### src/rtl/tau_pkg.sv
// Shared constants and types for the register bank: register indices, FSM states and the
// default data width.
package tau_pkg;

  localparam int unsigned DEFAULT_WORD_SIZE = 8;

  localparam logic [2:0] REG_A = 3'd0;
  localparam logic [2:0] REG_B = 3'd1;
  localparam logic [2:0] REG_C = 3'd2;
  localparam logic [2:0] REG_D = 3'd3;
  localparam logic [2:0] REG_E = 3'd4;
  localparam logic [2:0] REG_F = 3'd5;
  localparam logic [2:0] REG_G = 3'd6;
  localparam logic [2:0] REG_H = 3'd7;

  typedef enum logic [1:0] {
    EMPTY = 2'd0,
    HELD  = 2'd1,
    FORCE = 2'd2
  } bank_state_e;

endpackage

### src/rtl/load_hold_buffer.sv
// One-entry holding buffer for a load that lost write-port arbitration to the ALU.
module load_hold_buffer import tau_pkg::*; #(
  parameter int unsigned WORD_SIZE = DEFAULT_WORD_SIZE
) (
  input  logic                 clk,
  input  logic                 rst_n,
  input  logic                 load,
  input  logic                 drain,
  input  logic                 kill,
  input  logic [2:0]           load_sel,
  input  logic [WORD_SIZE-1:0] load_data,
  output logic                 valid,
  output logic [2:0]           sel,
  output logic [WORD_SIZE-1:0] data
);

  logic                 valid_q;
  logic [2:0]           sel_q;
  logic [WORD_SIZE-1:0] data_q;

  always_ff @(posedge clk or negedge rst_n) begin
    if (!rst_n) begin
      valid_q <= 1'b0;
      sel_q   <= '0;
      data_q  <= '0;
    end else if (load) begin
      valid_q <= 1'b1;
      sel_q   <= load_sel;
      data_q  <= load_data;
    end else if (drain || kill) begin
      valid_q <= 1'b0;
    end
  end

  assign valid = valid_q;
  assign sel   = sel_q;
  assign data  = data_q;

endmodule

### src/rtl/register_bank.sv
// Eight-entry register bank with a single write port shared by ALU writeback and load return;
// colliding loads are parked in a holding buffer and force-drained after STARVE_LIMIT blocks.
module register_bank import tau_pkg::*; #(
  parameter int unsigned WORD_SIZE    = DEFAULT_WORD_SIZE,
  parameter int unsigned STARVE_LIMIT = 4
) (
  input  logic                 clk,
  input  logic                 rst_n,
  input  logic                 alu_wr_en,
  input  logic [2:0]           alu_wr_sel,
  input  logic [WORD_SIZE-1:0] alu_wr_data,
  input  logic                 ld_valid,
  input  logic [2:0]           ld_sel,
  input  logic [WORD_SIZE-1:0] ld_data,
  output logic                 ld_ready,
  output logic                 wb_stall,
  output logic                 load_pending,
  output logic [WORD_SIZE-1:0] reg_a,
  output logic [WORD_SIZE-1:0] reg_b,
  output logic [WORD_SIZE-1:0] reg_c,
  output logic [WORD_SIZE-1:0] reg_d,
  output logic [WORD_SIZE-1:0] reg_e,
  output logic [WORD_SIZE-1:0] reg_f,
  output logic [WORD_SIZE-1:0] reg_g,
  output logic [WORD_SIZE-1:0] reg_h
);

  bank_state_e          state_q, state_d;
  logic [3:0]           cnt_q, cnt_d;
  logic [4:0]           cnt_inc;
  logic [WORD_SIZE-1:0] regs_q [8];

  logic                 wr_en;
  logic [2:0]           wr_sel;
  logic [WORD_SIZE-1:0] wr_data;
  logic                 ld_accept;

  logic                 buf_load, buf_drain, buf_kill, buf_valid;
  logic [2:0]           buf_sel;
  logic [WORD_SIZE-1:0] buf_data;

  load_hold_buffer #(
    .WORD_SIZE(WORD_SIZE)
  ) u_hold (
    .clk      (clk),
    .rst_n    (rst_n),
    .load     (buf_load),
    .drain    (buf_drain),
    .kill     (buf_kill),
    .load_sel (ld_sel),
    .load_data(ld_data),
    .valid    (buf_valid),
    .sel      (buf_sel),
    .data     (buf_data)
  );

  always_ff @(posedge clk or negedge rst_n) begin
    if (!rst_n) begin
      state_q <= EMPTY;
      cnt_q   <= '0;
    end else begin
      state_q <= state_d;
      cnt_q   <= cnt_d;
    end
  end

  assign ld_accept = ld_valid && ld_ready;
  assign cnt_inc   = {1'b0, cnt_q} + 5'd1;

  always_comb begin
    state_d   = state_q;
    cnt_d     = cnt_q;
    wr_en     = 1'b0;
    wr_sel    = alu_wr_sel;
    wr_data   = alu_wr_data;
    buf_load  = 1'b0;
    buf_drain = 1'b0;
    buf_kill  = 1'b0;
    unique case (state_q)
      EMPTY: begin
        cnt_d = '0;
        if (alu_wr_en) begin
          wr_en = 1'b1;
          // Same-destination load is older than the ALU result, so it is simply dropped.
          if (ld_accept && (alu_wr_sel != ld_sel)) begin
            buf_load = 1'b1;
            state_d  = HELD;
          end
        end else if (ld_accept) begin
          wr_en   = 1'b1;
          wr_sel  = ld_sel;
          wr_data = ld_data;
        end
      end
      HELD: begin
        if (!alu_wr_en) begin
          wr_en     = 1'b1;
          wr_sel    = buf_sel;
          wr_data   = buf_data;
          buf_drain = 1'b1;
          state_d   = EMPTY;
          cnt_d     = '0;
        end else if (alu_wr_sel == buf_sel) begin
          wr_en    = 1'b1;
          buf_kill = 1'b1;
          state_d  = EMPTY;
          cnt_d    = '0;
        end else begin
          wr_en = 1'b1;
          cnt_d = (cnt_q == 4'hF) ? cnt_q : cnt_inc[3:0];
          if (cnt_inc == 5'(STARVE_LIMIT)) begin
            state_d = FORCE;
          end
        end
      end
      FORCE: begin
        wr_en     = 1'b1;
        wr_sel    = buf_sel;
        wr_data   = buf_data;
        buf_drain = 1'b1;
        state_d   = EMPTY;
        cnt_d     = '0;
      end
      default: begin
        state_d = EMPTY;
        cnt_d   = '0;
      end
    endcase
  end

  always_comb begin
    load_pending = (state_q == HELD) || (state_q == FORCE);
    ld_ready     = !load_pending;
    wb_stall     = (state_q == FORCE);
  end

  always_ff @(posedge clk or negedge rst_n) begin
    if (!rst_n) begin
      for (int i = 0; i < 8; i++) begin
        regs_q[i] <= '0;
      end
    end else if (wr_en) begin
      regs_q[wr_sel] <= wr_data;
    end
  end

  assign reg_a = regs_q[REG_A];
  assign reg_b = regs_q[REG_B];
  assign reg_c = regs_q[REG_C];
  assign reg_d = regs_q[REG_D];
  assign reg_e = regs_q[REG_E];
  assign reg_f = regs_q[REG_F];
  assign reg_g = regs_q[REG_G];
  assign reg_h = regs_q[REG_H];

endmodule

### config.mk
export PLATFORM = sky130hd
export DESIGN_NAME = register_bank
export DESIGN_NICKNAME = d
export VERILOG_FILES = /design/src/rtl/tau_pkg.sv /design/src/rtl/load_hold_buffer.sv /design/src/rtl/register_bank.sv
export SDC_FILE = /design/constraint.sdc
export NUM_CORES = 1
export LEC_CHECK = 0
export CORE_ASPECT_RATIO = 2
export CORE_MARGIN = 2
export CORE_UTILIZATION = 49
export DETAILED_ROUTE_END_ITERATION = 12
export HOLD_SLACK_MARGIN = 0.15
export PLACE_DENSITY = 0.78
export SETUP_SLACK_MARGIN = 0.15
export SLEW_MARGIN = 10
export SYNTH_ARGS = -nofsm -noshare
export SYNTH_HDL_FRONTEND = slang
export SYNTH_SLANG_ARGS = --single-unit
### constraint.sdc
create_clock -name clk -period 3.6 [get_ports clk]
set_clock_uncertainty 0.1 [all_clocks]
set_input_delay 0.54 -clock clk [delete_from_list [all_inputs] [get_ports clk]]
set_output_delay 0.54 -clock clk [all_outputs]
set_load 0.05 [all_outputs]
### Word level (Yosys, flattened, before mapping)

Cells that the tools add are included.

* bits in registers: 81
* input bits: 26
* word-level logic and storage cells: 61
* output and inout bits: 67

* bitwise operators: 1
* equal/unequal tests: 10
* multiplexer cells: 27
* $lt $le $gt $ge: 2
* add/subtract/negate cells: 1
* reduce and logical (&&, ||, !) cells: 8

Operator list (number)
* 64-bit bitwise mux: 1
* 8-bit 2-to-1 mux: 4
* 8-bit demux with 3-bit select: 1
* 8-bit case mux with 3 select lines: 1
* 4-bit 2-to-1 mux: 4
* 2-bit 2-to-1 mux: 5
* 3-bit 2-to-1 mux: 3
* 3-bit case mux with 3 select lines: 1
* 4-bit inequality test, second input constant: 2
* 4-bit by 1-bit adder with 5-bit output, second input constant: 1
* 5-bit by 3-bit == test with 1-bit output, second input constant: 1
* 1-bit 2-to-1 mux: 5
* 4-bit == test, second input constant: 1
* 4-bit >= comparator, second input constant: 1
* 4-bit by 1-bit less-than comparator with 1-bit output, second input constant: 1
* 2-bit inequality test, second input constant: 2
* 3-bit NOT with 4-bit output: 1
* 2-bit case mux with 2 select lines: 1
* 3-bit == test: 1
* 1-bit logical AND: 3
* 3-bit inequality test: 1
* 3-bit AND reduction: 1
* 2-bit by 1-bit == test with 1-bit output, second input constant: 1
* 2-bit == test, second input constant: 1
* other kinds (5): 5

### Depth between registers and ports, before layout

Gate-level depths: netlist of run 1.

* depth in word-level cells: 13
* gate-level depth with buffers: 8
* mapped depth without buffers: 7

### By module

A second synthesis of run 1 with hierarchy kept.

* cell total of the unflattened synthesis: 260
* area, all modules: 3648.5 µm²

By module, submodules not included
* register_bank: sequential area each 1751.7 µm², times used 1, cells each 234, area an instance 3166.8 µm²
* load_hold_buffer: sequential area each 300.3 µm², times used 1, cells each 26, area an instance 481.7 µm²

### Least setup slack after synthesis of run 1

OpenSTA, ideal clock, no wires.

* path type: reg2reg
* start: register state_q[0]
* end: register regs_q, in the netlist reg_a[0]
* setup slack: 0.602 ns
* buffers on the path: 1
* arrival time: 2.773 ns
* library setup time: 0.125 ns
* stages on the path, launching flop included: 9
* data required time: 3.375 ns
* clock period less this slack: 2.998 ns
* cells stage by stage: dfrtp_1 -> inv_1 -> ha_1 -> nor3b_1 -> o21ai_2 -> buf_4 -> a221o_1 -> nor3_4 -> mux2_2

* cells in the longest elaborated chain, start to end: 13
* elaborated cells between the ends (all ways): 23
* those cells by class: order compare: 2; eq/ne: 2; mux: 12; bitwise: 1; reduce/logical: 6

RTL lines
* start, declared: line register_bank.sv:28 `bank_state_e state_q, state_d;`
* start signal, assigned: line register_bank.sv:62 `state_q <= state_d;`
* 2-bit by 1-bit == test with 1-bit output / 2-bit == test (equally long branches): line register_bank.sv:132 `load_pending = (state_q == HELD) || (state_q == FORCE);`
* 1-bit logical OR *: line register_bank.sv:132
* via load_pending: line register_bank.sv:17 `output logic load_pending,`
* 1-bit zero test *: line register_bank.sv:133 `ld_ready = !load_pending;`
* 1-bit logical AND *: line register_bank.sv:67 `assign ld_accept = ld_valid && ld_ready;`
* 3-bit 2-to-1 mux: line register_bank.sv:89 `end else if (ld_accept) begin`
* 3-bit 2-to-1 mux: line register_bank.sv:82 `if (alu_wr_en) begin`
* 3-bit case mux with 3 select lines: line register_bank.sv:79 `unique case (state_q)`
* 3-bit NOT with 4-bit output (not written as such): line register_bank.sv:143 `regs_q[wr_sel] <= wr_data;`
* 4-bit >= comparator (not written as such) / 4-bit by 1-bit less-than comparator with 1-bit output (equally long branches): line register_bank.sv:143
* 1-bit logical AND (not written as such): line register_bank.sv:143
* 8-bit 2-to-1 mux (not written as such): line register_bank.sv:143
* 8-bit demux with 3-bit select: line register_bank.sv:143
* 64-bit bitwise mux: line register_bank.sv:143
* end signal, assigned by index: line register_bank.sv:143
* end, declared: line register_bank.sv:31 `logic [WORD_SIZE-1:0] regs_q [8];`

The timed path passes the listed nets; every way through them passes the cells marked *.
A chain may end at the register's enable or synchronous reset.

### Worst setup path after layout of run 1

* start: register state_q[0]
* end: register regs_q, in the netlist reg_c[7]

* cells in the longest elaborated chain, start to end: 13
* elaborated cells between the ends (all ways): 23
* those cells by class: order compare: 2; eq/ne: 2; mux: 12; bitwise: 1; reduce/logical: 6

RTL lines (line)
* 2-bit by 1-bit == test with 1-bit output / 2-bit == test (equally long branches): register_bank.sv:79, register_bank.sv:132
* 1-bit logical OR: register_bank.sv:132
* 1-bit zero test: register_bank.sv:133
* 1-bit logical AND: register_bank.sv:67
* 3-bit 2-to-1 mux: register_bank.sv:89
* 3-bit 2-to-1 mux: register_bank.sv:82
* 3-bit case mux with 3 select lines: register_bank.sv:79
* 3-bit NOT with 4-bit output (not written as such): register_bank.sv:143
* 4-bit >= comparator (not written as such) / 4-bit by 1-bit less-than comparator with 1-bit output (equally long branches): register_bank.sv:143
* 1-bit logical AND (not written as such): register_bank.sv:143
* 8-bit 2-to-1 mux (not written as such): register_bank.sv:143
* 8-bit demux with 3-bit select: register_bank.sv:143
* 64-bit bitwise mux: register_bank.sv:143

Several ways; a longest one is shown, not always the timed one.

==> results of run 1 <==
==> final cells by class <==
type,instances,area (µm²),area share
Clock buffer,13,270,0.0547
Clock inverter,2,12.5,0.00253
Inverter,6,22.5,0.00456
Multi-Input combinational cell,164,1550,0.314
Sequential cell,81,2030,0.410
Tap cell,92,115,0.0233
Timing Repair Buffer,95,941,0.190
==> final timing paths <==
| kind | startpoint | end | cells after the start |
|---|---|---|---|
| setup reg to reg | state_q[0]$_DFFE_PN0P_ | reg_c[7]$_DFFE_PN0P_ | 7 |
| hold / removal | rst_n | reg_b[1]$_DFFE_PN0P_ | 1 |
| max in group asynchronous | rst_n | reg_h[7]$_DFFE_PN0P_ | 1 |
| min in group clk | reg_a[6]$_DFFE_PN0P_ | reg_a[6]$_DFFE_PN0P_ | 1 |
| setup / recovery | state_q[0]$_DFFE_PN0P_ | reg_c[7]$_DFFE_PN0P_ | 7 |
| hold reg to reg | reg_a[6]$_DFFE_PN0P_ | reg_a[6]$_DFFE_PN0P_ | 1 |
==> critical path: cells and delay by family (launching register included) <==
family / cells / cell delay, ns
buffers and inverters: 1 / 0.07
AND/OR/NAND/NOR: 2 / 0.75
flip-flops: 1 / 0.38
adder cells (fa/ha/maj): 1 / 0.40
multiplexers: 1 / 0.39
AO/OA/AOI/OAI: 2 / 0.79
==> layer usage <==
| layer | vias up | part of all wire |
|---|---|---|
| met5 | - | 0 |
| met4 | 0 | 0.032 |
| met3 | 18 | 0.033 |
| met2 | 63 | 0.55 |
| met1 | 1264 | 0.38 |
| li1 | 1140 | - |
==> stage by stage <==
stage                     instance area (µm²)  cells  hold WS (ns)  worst slack, ns
after CTS                                4940    453         0.303            0.575
after floorplan                          3630    256         0.144            0.602
after global routing                     4940    453         0.350            0.370
final                                    4940    453         0.265            0.592
after global placement                   4660    438         0.370            0.385
after detailed placement                 4660    438         0.380            0.360
==> registers in the layout, summed over array words and instances (netlist names) <==
name and count:
state_q 2, reg_c 8, u_hold.data 8, cnt_q 4, u_hold.sel 3, reg_d 8, reg_b 8, reg_h 8
reg_f 8, reg_g 8, reg_e 8, reg_a 8
==> cells by family after synthesis <==
logic type,Yosys count
AO/OA/AOI/OAI,38
flip-flops,81
adder cells (fa/ha/maj),5
AND/OR/NAND/NOR,38
buffers and inverters,11
XOR/XNOR,7
multiplexers,76
==> cell usage in the layout, fill, tap and decap left out, drive strengths merged, types with 8 or more instances in the layout <==
cell type      count
clkdlybuf4s50     91
dfrtp             81
mux2              75
clkbuf            13
o21ai             12
nand2             10
a22oi              8
==> impl_metrics.ini, run 1 <==
[floorplanning]
die_h_um = 126
fp.dieW_um = 64.9
core_mm2 = 0.00721
num_rows = 44
start_util = 0.503
dieArea_mm2 = 0.00815
io_pins = 93

[placement]
hpwl_mm = 6.33
port_buffers = 92
place_congestion = 0.876

[route]
antenna_left = 0
route.detailed.drc = 0
vias_per_cell = 5.49
routed_wirelength_mm = 8.75
drt_iter0_drc = 137
wl_per_cell_um = 19.3
firstDrtPassIters = 4
vias = 2485

[synth]
yosysSeqAreaShare = 0.559
yosysTopAreaCellShare = 0.559
ys_ff_latch = 81
syn_nets = 287
synth_top_family_by_area = multiplexers
synthTopCellsByArea = dfrtp_1 56%, mux2_2 23%, nor3_4 1.8%, ha_1 1.7%, a22oi_1 1.7%
synth.distinct_cells = 39
synth-edff-count = 0
synth_xor_area_frac = 0.0169
yosys.area_share.simple = 0.0710
yosys-top-cells-count = 81 x dfrtp_1, 74 x mux2_2, 10 x nand2_1
synth_mux_area_frac = 0.236
synth_flop_cell = dfrtp_1
ys_warn_count = 0
synth_top_area_cell = dfrtp_1
synthCells = 256
synth_area_mm2 = 0.00363
yosysMostFrequentCell = dfrtp_1
avgSynthCellArea_um2 = 14.2
synthArstFlopShare = 1.00
synth_fa_ha_area_frac = 0.0172
synth_compound_area_frac = 0.0876

[global_route]
top_usage_layer = met2
grt_use_met1 = 0.250
grt_usage = 0.228
grt_first_pass_wirelength_mm = 13.7
grt_max_degree = 82
grt_overflow = 0
grt_pass1_vias = 2649
use_met3 = 0.0438
antenna_found_initial = 0
grt.met2_usage = 0.407

[timing]
slew_violations = 0
final_hold_viol_count = 0
setup_tns_ns = 0
relSlewSlack = 0.340
period_minus_slack_ns = 3.01
rsz0062_at_grt = false
finalSetupViolCount = 0
fmax_mhz = 332
fin_crit_sh = 0.835
max_slew.worst_pin.slew_ns = 0.991

[worst_hold_path]
min_path_type = input port to asynchronous set/reset pin

[critical_path]
cp_cell_sequence = inv_1 -> ha_1 -> nor3b_1 -> o21ai_2 -> a2111o_4 -> nor3_4 -> mux2_2
critPathMaxFanout = 8
critPathCaptureType = register
worst_ep_required_time_ns = 3.72
cp_slowest_cell = a2111o_4
ff2ff_setup_slack_ns = 0.59
slowest_delay_ns = 0.60
cp_data_arrival_time_ns = 3.13
worstSetupPathType = register to register
startpoint_type = register

[clock_tree]
post_cts_buffers = 0
cts_num_sinks = 81
clk_latency_ns = 0.34
cts.htree.levels = 3
cts_buffer_depth = 2
cts_root_buffer = clkbuf_16
cts_resized = 0
cts_buffers = 9
cts_tree = done
hold_buffers = 0
clk_pin_slew_worst_paths_ns = 0.05

[final_layout]
utilization = 0.685
drive_above_1_share = 0.294
final_nets = 388
n_antenna_cell = 0
syn2layout_area_growth_pct = 36.2
n_fill_cell = 535

[status]
status = finished clean

[flow_run]
cap_violations = 0
Power of run 1 is left out: the tool's default activity adds up to more than one toggle a clock period on the data nets, which glitch-free logic cannot reach.
==> run 2: changes to the inputs <==
Clock period 3.6 ns to 3.1 ns, I/O delays scaled along.
==> run 2 against run 1 <==
Against the previous run:
- sequential share of layout area decreased by 1.4 points
- highest routed layer unchanged
- register-to-register slack got worse by 0.27 ns
- setup slack worse by 0.27 ns
- cell count increased by 2.2%
- critical path depth unchanged
- fmax is 8.3% higher
- via count grew 1.1%
- first-iteration DRC count down 15%
- non-clock buffer count up 9
- flip-flop and latch count stayed put
==> impl_metrics.ini, run 2 (same netlist as run 1, synthesis figures left out) <==
[status]
status = finished clean

[timing]
hold_ws_ns = 0.204
finalSetupViolCount = 0
final_hold_viol_count = 0
slew_violations = 0
setup_tns_ns = 0
fin_crit_sh = 0.896
period_minus_slack_ns = 2.78
max_slew.worst_pin.slew_ns = 1.01
relSlewSlack = 0.326
rsz0062_at_grt = false
fmax_mhz = 360
setup_slack_ns = 0.323

[floorplanning]
num_rows = 44
core_mm2 = 0.00721
die_h_um = 126
start_util = 0.503
fp.dieW_um = 64.9
dieArea_mm2 = 0.00815
io_pins = 93

[critical_path]
cp_cell_sequence = inv_1 -> ha_2 -> nor4bb_1 -> and2_2 -> a221o_1 -> nand3_2 -> mux2_2
critPathCaptureType = register
worstSetupPathType = register to register
cp_data_arrival_time_ns = 2.89
worst_ep_required_time_ns = 3.21
cp_slowest_cell = dfrtp_1
crit_family = simple AND/OR/NAND/NOR gates
critPathMaxFanout = 8
slowest_delay_ns = 0.41
path_buf_inv = 1
startpoint_type = register

[clock_tree]
cts_buffer_depth = 2
cts_buffers = 9
cts_tree = done
cts_num_sinks = 81
clk_pin_slew_worst_paths_ns = 0.06
cts.htree.levels = 3
cts_root_buffer = clkbuf_16
hold_buffers = 0
clk_latency_ns = 0.33

[final_layout]
drive_above_1_share = 0.318
n_antenna_cell = 0
n_fill_cell = 498
final_nets = 397
syn2layout_area_growth_pct = 41.0
mostFrequentLayoutCells = 91 x clkdlybuf4s50_1, 81 x dfrtp_1, 74 x mux2_2, 10 x nand2_1
final_common_cell = clkdlybuf4s50_1
utilization = 0.709

[route]
drt_iter0_drc = 116
route.detailed.drc = 0
firstDrtPassIters = 4
routed_wirelength_mm = 8.82
wl_per_cell_um = 19.0
antenna_left = 0
vias = 2513
vias_per_cell = 5.43

[worst_hold_path]
min_path_type = input port to asynchronous set/reset pin

[placement]
port_buffers = 92
place_ws_ns = 0.0459
hpwl_mm = 6.23
place_congestion = 0.788

[global_route]
grt_overflow = 0
grt_first_pass_wirelength_mm = 13.8
grt_usage = 0.229
antenna_found_initial = 0
grt_pass1_vias = 2621
grt_max_degree = 82

[flow_run]
cap_violations = 0
[run 2: changes by cell type in the layout (fill, tap and decap cells not counted), sizes merged]
| cell | before | now |
|---|---|---|
| buf | 4 | 13 |
| bufinv | 0 | 2 |
| clkbuf | 13 | 14 |
| clkinv | 1 | 0 |
| clkinvlp | 1 | 0 |
[run 2: metrics by stage]
stage               area, µm²  std cells
global route             5120        463
floorplan                3630        256
global placement         4760        446
CTS                      5080        462
finish                   5120        463
detailed placement       4760        446
[run 2: final timing paths]
path	start	end	slack, ns	depth (start not counted)
setup / recovery	state_q[1]$_DFFE_PN0P_	reg_f[5]$_DFFE_PN0P_	0.32	7
hold / removal	rst_n	reg_b[3]$_DFFE_PN0P_	0.20	1
setup reg to reg	state_q[1]$_DFFE_PN0P_	reg_f[5]$_DFFE_PN0P_	0.32	7
hold reg to reg	reg_a[2]$_DFFE_PN0P_	reg_a[2]$_DFFE_PN0P_	0.40	1
max in group asynchronous	rst_n	u_hold.sel[1]$_DFFE_PN0P_	2.03	1
min in group clk	reg_a[2]$_DFFE_PN0P_	reg_a[2]$_DFFE_PN0P_	0.40	1
[run 2: repair_timing]
| item | CTS | global route |
|---|---|---|
| resized for setup | 0 | 3 |
| endpoints found under the setup margin | 0 | 11 |
| setup buffers | 0 | 1 |
[run 2: area by class of cell]
| cell class | count | area (µm²) | area share |
|---|---|---|---|
| flip-flops and latches | 81 | 2030 | 0.396 |
| repair buffers | 104 | 1060 | 0.207 |
| clock inverters | 2 | 60.1 | 0.0117 |
| multi-input cells | 164 | 1570 | 0.307 |
| clock buffers | 14 | 264 | 0.0516 |
| inverters | 6 | 22.5 | 0.00440 |
| well taps | 92 | 115 | 0.0225 |
[run 2: layer usage]
metal  routed length, µm  global-route usage  vias to the layer above
li1                    -                   -                     1162
met1                3310               0.259                     1272
met2                4900               0.408                       62
met3                 326              0.0384                       17
met4                 281               0.111                        0
met5                   0                   0                        -
Power of run 2 is left out for the same reason.
